`src/rtl/rv32_pkg.sv`:
```
// Shared RV32 decode constants, M-extension state encoding and operand-sign helpers.
package rv32_pkg;

  localparam logic [6:0] FUNCT7_MULDIV = 7'b0000001;

  localparam logic [2:0] F3_MUL    = 3'b000;
  localparam logic [2:0] F3_MULH   = 3'b001;
  localparam logic [2:0] F3_MULHSU = 3'b010;
  localparam logic [2:0] F3_MULHU  = 3'b011;
  localparam logic [2:0] F3_DIV    = 3'b100;
  localparam logic [2:0] F3_DIVU   = 3'b101;
  localparam logic [2:0] F3_REM    = 3'b110;
  localparam logic [2:0] F3_REMU   = 3'b111;

  typedef enum logic [1:0] {
    IDLE = 2'd0,
    CALC = 2'd1,
    FIX  = 2'd2,
    DONE = 2'd3
  } state_t;

  function automatic logic rs1_signed(input logic [2:0] f3);
    return f3 inside {F3_MUL, F3_MULH, F3_MULHSU, F3_DIV, F3_REM};
  endfunction

  function automatic logic rs2_signed(input logic [2:0] f3);
    return f3 inside {F3_MUL, F3_MULH, F3_DIV, F3_REM};
  endfunction

endpackage

```
`src/rtl/muldiv_unit_if.sv`:
```
// EX-stage handshake between the pipeline and the multiply/divide unit.
interface muldiv_unit_if #(parameter int XLEN = 32);
  logic            start;
  logic [2:0]      funct3;
  logic [XLEN-1:0] rs1;
  logic [XLEN-1:0] rs2;
  logic            flush;
  logic            stall;
  logic            busy;
  logic            done;
  logic [XLEN-1:0] result;

  modport master (output start, funct3, rs1, rs2, flush,
                  input  stall, busy, done, result);
  modport slave  (input  start, funct3, rs1, rs2, flush,
                  output stall, busy, done, result);
endinterface

```
`src/rtl/muldiv_core.sv`:
```
// Datapath for the iterative multiply/divide: shift-add accumulator and restoring divider.
module muldiv_core #(
  parameter int XLEN = 32
) (
  input  logic              clk,
  input  logic              rst,
  input  logic              load,
  input  logic              step,
  input  logic              is_div,
  input  logic [XLEN-1:0]   a_mag,
  input  logic [XLEN-1:0]   b_mag,
  output logic [2*XLEN-1:0] product,
  output logic [XLEN-1:0]   quotient,
  output logic [XLEN-1:0]   remainder
);

  // acc low half holds the multiplier (mul) or the dividend/quotient (div)
  logic [2*XLEN-1:0] acc;
  logic [XLEN:0]     prem;
  logic [XLEN-1:0]   opnd;

  logic [XLEN:0]     mul_sum;
  logic [XLEN+1:0]   div_shift;
  logic [XLEN+1:0]   div_trial;

  // One iteration of either shift-add or restoring subtract
  always_comb begin
    mul_sum   = {1'b0, acc[2*XLEN-1:XLEN]} + (acc[0] ? {1'b0, opnd} : '0);
    div_shift = {prem, acc[XLEN-1]};
    div_trial = div_shift - {2'b00, opnd};
  end

  // Datapath registers: load operands, then iterate while step is high
  always_ff @(posedge clk) begin
    if (rst) begin
      acc  <= '0;
      prem <= '0;
      opnd <= '0;
    end else if (load) begin
      acc  <= {{XLEN{1'b0}}, (is_div ? a_mag : b_mag)};
      opnd <= is_div ? b_mag : a_mag;
      prem <= '0;
    end else if (step) begin
      if (is_div) begin
        if (!div_trial[XLEN+1]) begin
          prem <= div_trial[XLEN:0];
          acc  <= {acc[2*XLEN-1:XLEN], acc[XLEN-2:0], 1'b1};
        end else begin
          prem <= div_shift[XLEN:0];
          acc  <= {acc[2*XLEN-1:XLEN], acc[XLEN-2:0], 1'b0};
        end
      end else begin
        acc <= {mul_sum, acc[XLEN-1:1]};
      end
    end
  end

  assign product   = acc;
  assign quotient  = acc[XLEN-1:0];
  assign remainder = prem[XLEN-1:0];

endmodule

```
`src/rtl/muldiv_unit.sv`:
```
// Iterative RV32M multiply/divide unit: FSM, iteration counter, sign fix-up and result register.
module muldiv_unit
  import rv32_pkg::*;
#(
  parameter int XLEN = 32
) (
  input  logic           clk,
  input  logic           rst,
  muldiv_unit_if.slave   bus
);

  localparam int CW = $clog2(XLEN);
  localparam logic [XLEN-1:0] MIN_INT = {1'b1, {(XLEN-1){1'b0}}};

  state_t            state, state_nx;
  logic [2:0]        f3_q;
  logic [CW-1:0]     count;
  logic              a_neg, b_neg;
  logic [XLEN-1:0]   result_q;

  logic              accept, special, div_zero, div_ovf;
  logic              a_neg_in, b_neg_in, stall;
  logic [XLEN-1:0]   a_mag_in, b_mag_in, special_val, fix_val;
  logic [2*XLEN-1:0] product, prod_s;
  logic [XLEN-1:0]   quotient, remainder, quot_s, rem_s;

  // Operand decode, special-case detection and sign fix-up
  always_comb begin
    accept   = (state == IDLE) && bus.start && !bus.flush;
    a_neg_in = rs1_signed(bus.funct3) && bus.rs1[XLEN-1];
    b_neg_in = rs2_signed(bus.funct3) && bus.rs2[XLEN-1];
    a_mag_in = a_neg_in ? -bus.rs1 : bus.rs1;
    b_mag_in = b_neg_in ? -bus.rs2 : bus.rs2;
    div_zero = bus.funct3[2] && (bus.rs2 == '0);
    div_ovf  = ((bus.funct3 == F3_DIV) || (bus.funct3 == F3_REM)) &&
               (bus.rs1 == MIN_INT) && (bus.rs2 == '1);
    special  = div_zero || div_ovf;
    if (div_zero) special_val = bus.funct3[1] ? bus.rs1 : '1;
    else          special_val = bus.funct3[1] ? '0 : MIN_INT;

    prod_s = (a_neg ^ b_neg) ? -product  : product;
    quot_s = (a_neg ^ b_neg) ? -quotient : quotient;
    rem_s  = a_neg ? -remainder : remainder;
    unique case (f3_q)
      F3_MUL:                       fix_val = prod_s[XLEN-1:0];
      F3_MULH, F3_MULHSU, F3_MULHU: fix_val = prod_s[2*XLEN-1:XLEN];
      F3_DIV, F3_DIVU:              fix_val = quot_s;
      default:                      fix_val = rem_s;
    endcase
  end

  // State register
  always_ff @(posedge clk) begin
    if (rst) state <= IDLE;
    else     state <= state_nx;
  end

  // Next-state and pipeline control outputs; flush overrides every transition
  always_comb begin
    state_nx = state;
    stall    = 1'b0;
    unique case (state)
      IDLE: if (accept) begin
              stall    = 1'b1;
              state_nx = special ? DONE : CALC;
            end
      CALC: begin
              stall = 1'b1;
              if (count == '0) state_nx = FIX;
            end
      FIX:  begin
              stall    = 1'b1;
              state_nx = DONE;
            end
      DONE: state_nx = IDLE;
      default: state_nx = IDLE;
    endcase
    if (bus.flush) state_nx = IDLE;
  end

  // Operation context, iteration counter and result register
  always_ff @(posedge clk) begin
    if (rst) begin
      f3_q     <= '0;
      count    <= '0;
      a_neg    <= 1'b0;
      b_neg    <= 1'b0;
      result_q <= '0;
    end else if (accept) begin
      f3_q  <= bus.funct3;
      count <= CW'(XLEN - 1);
      a_neg <= a_neg_in;
      b_neg <= b_neg_in;
      if (special) result_q <= special_val;
    end else if (state == CALC) begin
      count <= count - CW'(1);
    end else if ((state == FIX) && !bus.flush) begin
      result_q <= fix_val;
    end
  end

  muldiv_core #(.XLEN(XLEN)) u_core (
    .clk       (clk),
    .rst       (rst),
    .load      (accept),
    .step      (state == CALC),
    .is_div    (accept ? bus.funct3[2] : f3_q[2]),
    .a_mag     (a_mag_in),
    .b_mag     (b_mag_in),
    .product   (product),
    .quotient  (quotient),
    .remainder (remainder)
  );

  assign bus.stall  = stall;
  assign bus.busy   = (state != IDLE);
  assign bus.done   = (state == DONE);
  assign bus.result = result_q;

endmodule

```
`src/flat_wrapper.sv`:
```
// flat-port wrapper written by rule: the top's interface ports become plain ports
module muldiv_unit_flat import rv32_pkg::*;
#(
  parameter int XLEN = 32
)
  (clk, rst, bus_start, bus_funct3, bus_rs1, bus_rs2, bus_flush, bus_stall, bus_busy, bus_done, bus_result);
  muldiv_unit_if #(.XLEN(XLEN)) bus_i ();
  input  logic clk;
  input  logic rst;
  input wire logic [$bits(bus_i.start)-1:0] bus_start;
  input wire logic [$bits(bus_i.funct3)-1:0] bus_funct3;
  input wire logic [$bits(bus_i.rs1)-1:0] bus_rs1;
  input wire logic [$bits(bus_i.rs2)-1:0] bus_rs2;
  input wire logic [$bits(bus_i.flush)-1:0] bus_flush;
  output wire logic [$bits(bus_i.stall)-1:0] bus_stall;
  output wire logic [$bits(bus_i.busy)-1:0] bus_busy;
  output wire logic [$bits(bus_i.done)-1:0] bus_done;
  output wire logic [$bits(bus_i.result)-1:0] bus_result;
  assign bus_i.start = bus_start;
  assign bus_i.funct3 = bus_funct3;
  assign bus_i.rs1 = bus_rs1;
  assign bus_i.rs2 = bus_rs2;
  assign bus_i.flush = bus_flush;
  assign bus_stall = bus_i.stall;
  assign bus_busy = bus_i.busy;
  assign bus_done = bus_i.done;
  assign bus_result = bus_i.result;
  muldiv_unit #(.XLEN(XLEN)) u_core (.clk(clk), .rst(rst), .bus(bus_i));
endmodule
```
`config.mk`:
```
export PLATFORM = sky130hd
export DESIGN_NAME = muldiv_unit_flat
export DESIGN_NICKNAME = d
export VERILOG_FILES = /design/src/rtl/rv32_pkg.sv /design/src/rtl/muldiv_unit_if.sv /design/src/rtl/muldiv_core.sv /design/src/rtl/muldiv_unit.sv /design/src/flat_wrapper.sv
export SDC_FILE = /design/constraint.sdc
export NUM_CORES = 1
export LEC_CHECK = 0
export BUFFER_PORTS_ARGS = -buffer_cell sky130_fd_sc_hd__buf_2
export CORE_ASPECT_RATIO = 1.4
export CORE_MARGIN = 3
export CORE_UTILIZATION = 23
export CTS_CLUSTER_SIZE = 24
export DETAILED_ROUTE_END_ITERATION = 16
export PLACE_DENSITY = 0.35
export SLEW_MARGIN = 20
export SYNTH_ARGS = -nofsm -noshare
export SYNTH_HDL_FRONTEND = slang
export SYNTH_HIERARCHICAL = 1
export SYNTH_SLANG_ARGS = --single-unit
```
`constraint.sdc`:
```
create_clock -name clk -period 4.4 [get_ports clk]
set_input_delay 0 -clock clk [delete_from_list [all_inputs] [get_ports clk]]
set_output_delay 0 -clock clk [all_outputs]
set_load 0.05 [all_outputs]
```
# ---- Yosys cells after proc, flatten, opt, wreduce, memory -nomap -nowiden
# Cells that the tools add are included.
dict set report classes {
  add_sub_neg 8
  n_eq_ne 18
  n_mux 30
  bitwise 2
  n_reduce_logical 30
}
# operator n
set ops {}
lappend ops {{two-way mux 32 bit} 16}
lappend ops {{two-way mux 64 bit} 2}
lappend ops {{negation 32 bit} 4}
lappend ops {{case mux 32 bit (3 select lines)} 1}
lappend ops {{== test 32 bit, second input constant} 2}
lappend ops {{negation 64 bit} 1}
lappend ops {{subtractor 34 x 32 -> 34 bit} 1}
lappend ops {{adder 32 x 32 -> 33 bit} 1}
lappend ops {{two-way mux 33 bit} 1}
lappend ops {{logical NOT 32 bit} 1}
lappend ops {{== test 3 bit, second input constant} 4}
lappend ops {{two-way mux 5 bit} 2}
lappend ops {{== test 3 x 2 -> 1 bit, second input constant} 3}
lappend ops {{logical AND 1 bit} 8}
lappend ops {{case mux 2 bit (4 select lines)} 1}
lappend ops {{OR reduction 2 bit} 4}
lappend ops {{== test 3 x 1 -> 1 bit, second input constant} 2}
lappend ops {{logical NOT 3 bit} 2}
lappend ops {{two-way mux 2 bit} 3}
lappend ops {{!= test 2 x 1 -> 1 bit, second input constant} 3}
lappend ops {{AND reduction 2 bit} 3}
lappend ops {{nonzero test 2 bit} 3}
lappend ops {{logical NOT 5 bit} 1}
lappend ops {{nonzero test 5 bit} 1}
lappend ops {{14 further kinds} 18}
dict set report word_totals {
  ff_bits 173
  input_bits 71
  output_inout_bits 35
  elab_cells 98
}

# ---- Depth between registers and ports, before layout
dict set report depth {
  word_depth 8
  depth_mapped 16
  depth_no_buf 13
}

# ---- Cells and area by module
# Netlist, hierarchy kept.
# mod n_inst cells_each area_each_um2 seq_area_each_um2
set by_module_without_submodules {}
lappend by_module_without_submodules {muldiv_core 1 1287 10053.4 2582.5}
lappend by_module_without_submodules {muldiv_unit 1 1091 7480.9 880.8}

# ---- Least setup slack after synthesis
# Ideal clock, no wire load.
dict set report synth_path {
  path_type {flip-flop to flip-flop}
  from {register u_core.state[0]}
  to {register u_core.u_core.acc[0], in the netlist u_core/u_core/product[0]}
  setup_time_ns 0.133
  arrival_time_ns 3.198
  required_ns 4.267
  path_slack_ns 1.068
  path_stages_with_launch 15
  n_path_buf 5
  period_less_slack_ns 3.332
  path_cell_list {dfxtp_1 > inv_1 > ha_1 > nand2_1 > or2_2 > clkbuf_1 > inv_1 > buf_1 > nand2_1 > nand2_1 > clkbuf_1 > buf_1 > clkbuf_1 > mux2i_1 > a31oi_1}
}
dict set report synth_via {
  elab_chain_len 7
  word_cells_on_any_way 10
  classes_between {eq/ne: 1; mux: 5; reduce/logical: 4}
}
# item line_no
set synth_lines {}
lappend synth_lines {{from (decl)} muldiv_unit.sv:15} ;# state_t state, state_nx;
lappend synth_lines {{from (signal assigned)} muldiv_unit.sv:55} ;# else state <= state_nx;
lappend synth_lines {{logical NOT 2 bit *} muldiv_unit.sv:29} ;# accept = (state == IDLE) && bus.start && !bus.flush;
lappend synth_lines {{logical AND 1 bit * (2 in series)} muldiv_unit.sv:29}
lappend synth_lines {{named net u_core.accept} muldiv_unit.sv:21} ;# logic accept, special, div_zero, div_ovf;
lappend synth_lines {{two-way mux 1 bit} muldiv_unit.sv:107} ;# .is_div (accept ? bus.funct3[2] : f3_q[2]),
lappend synth_lines {{two-way mux 64 bit} muldiv_core.sv:44} ;# if (is_div) begin
lappend synth_lines {{two-way mux 32 bit} muldiv_core.sv:43} ;# end else if (step) begin
lappend synth_lines {{two-way mux 32 bit} muldiv_core.sv:39} ;# end else if (load) begin
lappend synth_lines {{to (signal assigned)} muldiv_core.sv:40} ;# acc <= {{XLEN{1'b0}}, (is_div ? a_mag : b_mag)};
lappend synth_lines {{to (signal assigned)} muldiv_core.sv:47} ;# acc <= {acc[2*XLEN-1:XLEN], acc[XLEN-2:0], 1'b1};
lappend synth_lines {{to (signal assigned)} muldiv_core.sv:50} ;# acc <= {acc[2*XLEN-1:XLEN], acc[XLEN-2:0], 1'b0};
lappend synth_lines {{to (decl)} muldiv_core.sv:18} ;# logic [2*XLEN-1:0] acc;
# Mark *: on every way through the listed nets, which the timed path passes. The rest lies on a longest branch. The select of a mux whose other input is x is not followed.
# A chain may end at the register's enable or synchronous reset.

# ---- Final worst setup path
dict set report layout_path {
  from {register u_core.u_core.acc[26], in the netlist u_core/u_core/product[26]}
  to {register u_core.result_q[16], in the netlist u_core/bus.result[16]}
}
dict set report layout_via {
  elab_chain_len 6
}
# item line_no
set layout_lines {}
lappend layout_lines {{negation 64 bit} muldiv_unit.sv:41} ;# prod_s = (a_neg ^ b_neg) ? -product : product;
lappend layout_lines {{two-way mux 64 bit} muldiv_unit.sv:41}
lappend layout_lines {{case mux 32 bit (3 select lines)} muldiv_unit.sv:44} ;# unique case (f3_q)
lappend layout_lines {{two-way mux 32 bit} muldiv_unit.sv:97} ;# end else if ((state == FIX) && !bus.flush) begin
lappend layout_lines {{two-way mux 32 bit} muldiv_unit.sv:95} ;# end else if (state == CALC) begin
lappend layout_lines {{two-way mux 32 bit} muldiv_unit.sv:89} ;# end else if (accept) begin
lappend layout_lines {{to (signal assigned)} muldiv_unit.sv:94} ;# if (special) result_q <= special_val;
lappend layout_lines {{to (signal assigned)} muldiv_unit.sv:98} ;# result_q <= fix_val;
lappend layout_lines {{to (decl)} muldiv_unit.sv:19} ;# logic [XLEN-1:0] result_q;
# No other way between the ends. The select of a mux whose other input is x is not followed.

==> summary.txt <==
Floorplan
  – Die area: 79600 µm²
  – Core Area: 75300 µm²
  – I/O Pins: 106
  – Die Span X: 239 µm
  – Starting Density: 23.3%
  – Die Y: 333 µm
  – Num rows: 119

Worst setup path
  – Reg2reg path depth: 8
  – Crit path DAT: roughly 4.2 ns
  – Worst R2R Setup Slack: 0.59 ns
  – RR Startpoint: u_core/u_core/product[26]$_SDFFE_PP0P_
  – CP Max Fanout: 5
  – CP Capture Type: register
  – Crit Path Class: reg2reg
  – Worst Setup Start Kind: register
  – Required time of the worst setup path: 4.76 ns
  – Reg-to-Reg End: u_core/bus.result[16]$_SDFFE_PP0P_

Timing
  – Hold_ws: 0.0468 ns
  – Fmax achieved: 263 MHz
  – Setup TNS: 0 ns
  – Setup-failing EPs final: 0
  – Setup Skew: 0.0119 ns
  – Worst Tran Pin Value: 1.03 ns
  – Max-slew violations: 0
  – Minimum clock period after layout: 3.81 ns
  – Period Utilization, post-route: 86.6%
  – Max-slew headroom: 31.1%
  – RSZ-0062 raised after global routing: false
  – Final number of hold-violating endpoints: 0

CTS
  – Clock Latency Late Sink: 0.51 ns
  – CTS Buf Count: 17
  – Root Buffer: clkbuf_16
  – H-Tree Depth: 4
  – Max Buffers Root-to-Sink: 2
  – Clk sink count: roughly 170
  – CTS tree: done
  – Clock transition at path regs: 0.08 ns

Layout
  – Finished Cell Area: 19900 µm²
  – Layout area overhead: 13.7%
  – FF/Latch Area: 3460 µm²
  – Share of cells above drive strength 1: 12.0%
  – Layout Utilization: 26.5%
  – Final nets: ~2600
  – Multi-input logic area: around 13000 µm²
  – Fillers: 8268

Yosys
  – Yosys reg bits: 173
  – Synth area leaders: dfxtp_1 (20%), mux2i_1 (7.0%), a21oi_1 (5.5%), ha_1 (5.4%), xnor2_1 (5.3%)
  – Most frequent cells after synthesis: nor2_1 (219), a21oi_1 (194), nand2_1 (191), dfxtp_1 (173), o21ai_0 (127)
  – Post-synthesis async set-or-reset flop share: 0%
  – Synthesis Warnings: 6
  – Syn_nets: 2527
  – Mapped Avg Cell Area: 7.37 µm²
  – Most frequent cell after synthesis: nor2_1
  – Dominant synthesized flop cell: dfxtp_1
  – Top cell type's share of synthesized area: between 10% and 20%
  – Synthesized area: 17500 µm²
  – Post-synth cell types: 93
  – Post-synthesis sequential area ratio: 19.8%
  – Syn Inst Count: approximately 2400
  – Post-synth EDFFs: 0
  – Synth area leader: dfxtp_1

Drt
  – First-pass detailed-route iteration total: 6
  – DR iter-0 viols: roughly 1600
  – Residual DRC: 0
  – Drt via density: 5.42
  – ANT nets after route: 0
  – Post-Route WL: between 80000 and 90000 µm
  – Routed len/inst: 26.0 µm
  – DR vias: ~19000

Placement
  – # port buffers: 105
  – Placed cell areas: around 19000 µm²
  – GPL Wtd Cong: 0.909
  – Hpwl dp: 70300 µm

Global route
  – Total gr overflow: 0
  – Number of global-route vias before repair: 18017
  – First-pass GRT wire length: 129000 µm
  – Largest net degree at the start of global routing: 90
  – GRT Resource Usage Total: 21.9%
  – Initial antenna violation count: 3

Power
  – LEAKAGE: 7.58 nW
  – Pwr Total: 5.53 mW
  – Pwr Density: 277 nW/µm²
  – VDD IR max: 0.334 mV

Hold path
  – Class of the worst hold path: in2reg
  – Hold Path Depth: 4
  – WHS Endpoint: u_core/u_core/product[23]$_SDFFE_PP0P_
  – Worst hold start: bus_rs2[23]

Flow run
  – Max_cap viols: 0

Outcome
  – Status: finished clean
==> cell type report <==
type / count / area share (%)
Multi-Input combinational cell: 1916 / 63.9
Sequential cell: 173 / 17.4
Timing Repair Buffer: 232 / 8.08
Tap cell: 968 / 6.07
Clock buffer: 20 / 2.34
Inverter: 87 / 1.65
Clock inverter: 12 / 0.565
Antenna cell: 3 / 0.0376
==> through the flow <==
stage / setup WS [ns] / instances
5_1_grt: 0.508 / 3408
3_3_place_gp: 0.259 / 3344
2_1_floorplan: 1.07 / 2378
3_5_place_dp: 0.633 / 3345
4_1_cts: 0.605 / 3408
6_report: 0.591 / 3411
==> routing by layer <==
metal	GRT usage, %	routed length (µm)
met2	38.5	44300
met5	0	21
met3	2.11	2880
met4	11.0	4710
met1	26.5	36900
==> cell usage in the layout, fill, tap and decap left out, types with 9 or more instances in the layout <==
cell           synthesis  layout
a211oi_1              86      86
a21o_1                19      19
a21oi_1              194     194
a31oi_1               53      53
a41oi_1               11      11
and2_1                42      42
and3_1                12      12
buf_2                  9     104
buf_4                 67      92
clkbuf_16              0      17
dfxtp_1              173     173
dlygate4sd3_1          0      31
ha_1                  76      75
inv_1                 87      86
mux2i_1              122     122
nand2_1              191     190
nand2b_1              14      14
nand3_1               45      45
nand4_1               25      25
nor2_1               219     219
nor2b_1               14      13
nor3_1                66      65
nor4_1                40      40
o211ai_1              13      13
o21a_1                12      12
o21ai_0              127     127
o21ai_1               40      40
o221ai_1               9       9
o22ai_1               13      13
o31ai_1               30      30
o41ai_1               13      13
or2_2                 13      13
or3_1                 28      28
or4_1                 22      22
xnor2_1              106     104
xor2_1               101     100
==> power by group <==
part	switching (mW)	total, mW	leakage [nW]	internal [mW]
Clock	0.787	1.61	0.283	0.826
Combinational	1.40	2.12	5.89	0.719
Sequential	0.149	1.80	1.41	1.65
Total	2.33	5.53	7.58	3.20
==> what timing repair did <==
action                                 in CTS  in global routing
resized for setup                           0                  0
setup buffers                               0                  0
hold buffers                               31                  0
endpoints found under the hold margin      48                  0
==> how the worst max path moves through the flow <==
stage,start,endpoint,slack [ns],cells after the start
after floorplan,u_core/state[0]$_SDFFE_PP0P_,u_core/u_core/product[0]$_SDFFE_PP0P_,1.07,14
after global placement,u_core/u_core/product[26]$_SDFFE_PP0P_,u_core/bus.result[20]$_SDFFE_PP0P_,0.26,8
after detailed placement,u_core/u_core/product[26]$_SDFFE_PP0P_,u_core/bus.result[16]$_SDFFE_PP0P_,0.63,8
after CTS,u_core/u_core/product[26]$_SDFFE_PP0P_,u_core/bus.result[16]$_SDFFE_PP0P_,0.60,8
after global routing,u_core/state[1]$_SDFFE_PP0P_,u_core/u_core/opnd[16]$_SDFFE_PP0P_,0.51,11
final,u_core/u_core/product[26]$_SDFFE_PP0P_,u_core/bus.result[16]$_SDFFE_PP0P_,0.59,8
==> sequential cells by signal (all words and copies together), names as in the netlist <==
name,count
u_core/state,2
u_core/bus.result,32
u_core/a_neg,1
u_core/u_core/opnd,32
u_core/u_core/prem,33
u_core/u_core/product,64
u_core/count,5
u_core/f3_q,3
u_core/b_neg,1
==> critical path, stage by stage, from the launching register on <==
cell and delay, ns:
dfxtp_1 0.32, nor4_1 0.82, buf_4 0.28, nand4_1 0.20
nor4_2 0.55, a31oi_1 0.18, xor2_1 0.20, a2111oi_1 0.96
o21ai_1 0.16
==> cells by family (layout without fill, tap and decap cells) <==
logic type / count (synthesis) / count (layout) / share of synthesized area (%)
AOI/OAI and AO/OA: 718 / 718 / 26.3
xor gates and xnor gates: 208 / 208 / 10.5
adders and majority gates: 78 / 78 / 5.65
buffers and inverters: 289 / 351 / 7.88
DFF: 173 / 173 / 19.8
muxes: 123 / 123 / 7.03
other: 0 / 3 / 0
and+or+nand+nor: 789 / 789 / 22.8
Power figures use the tool's default switching activity.
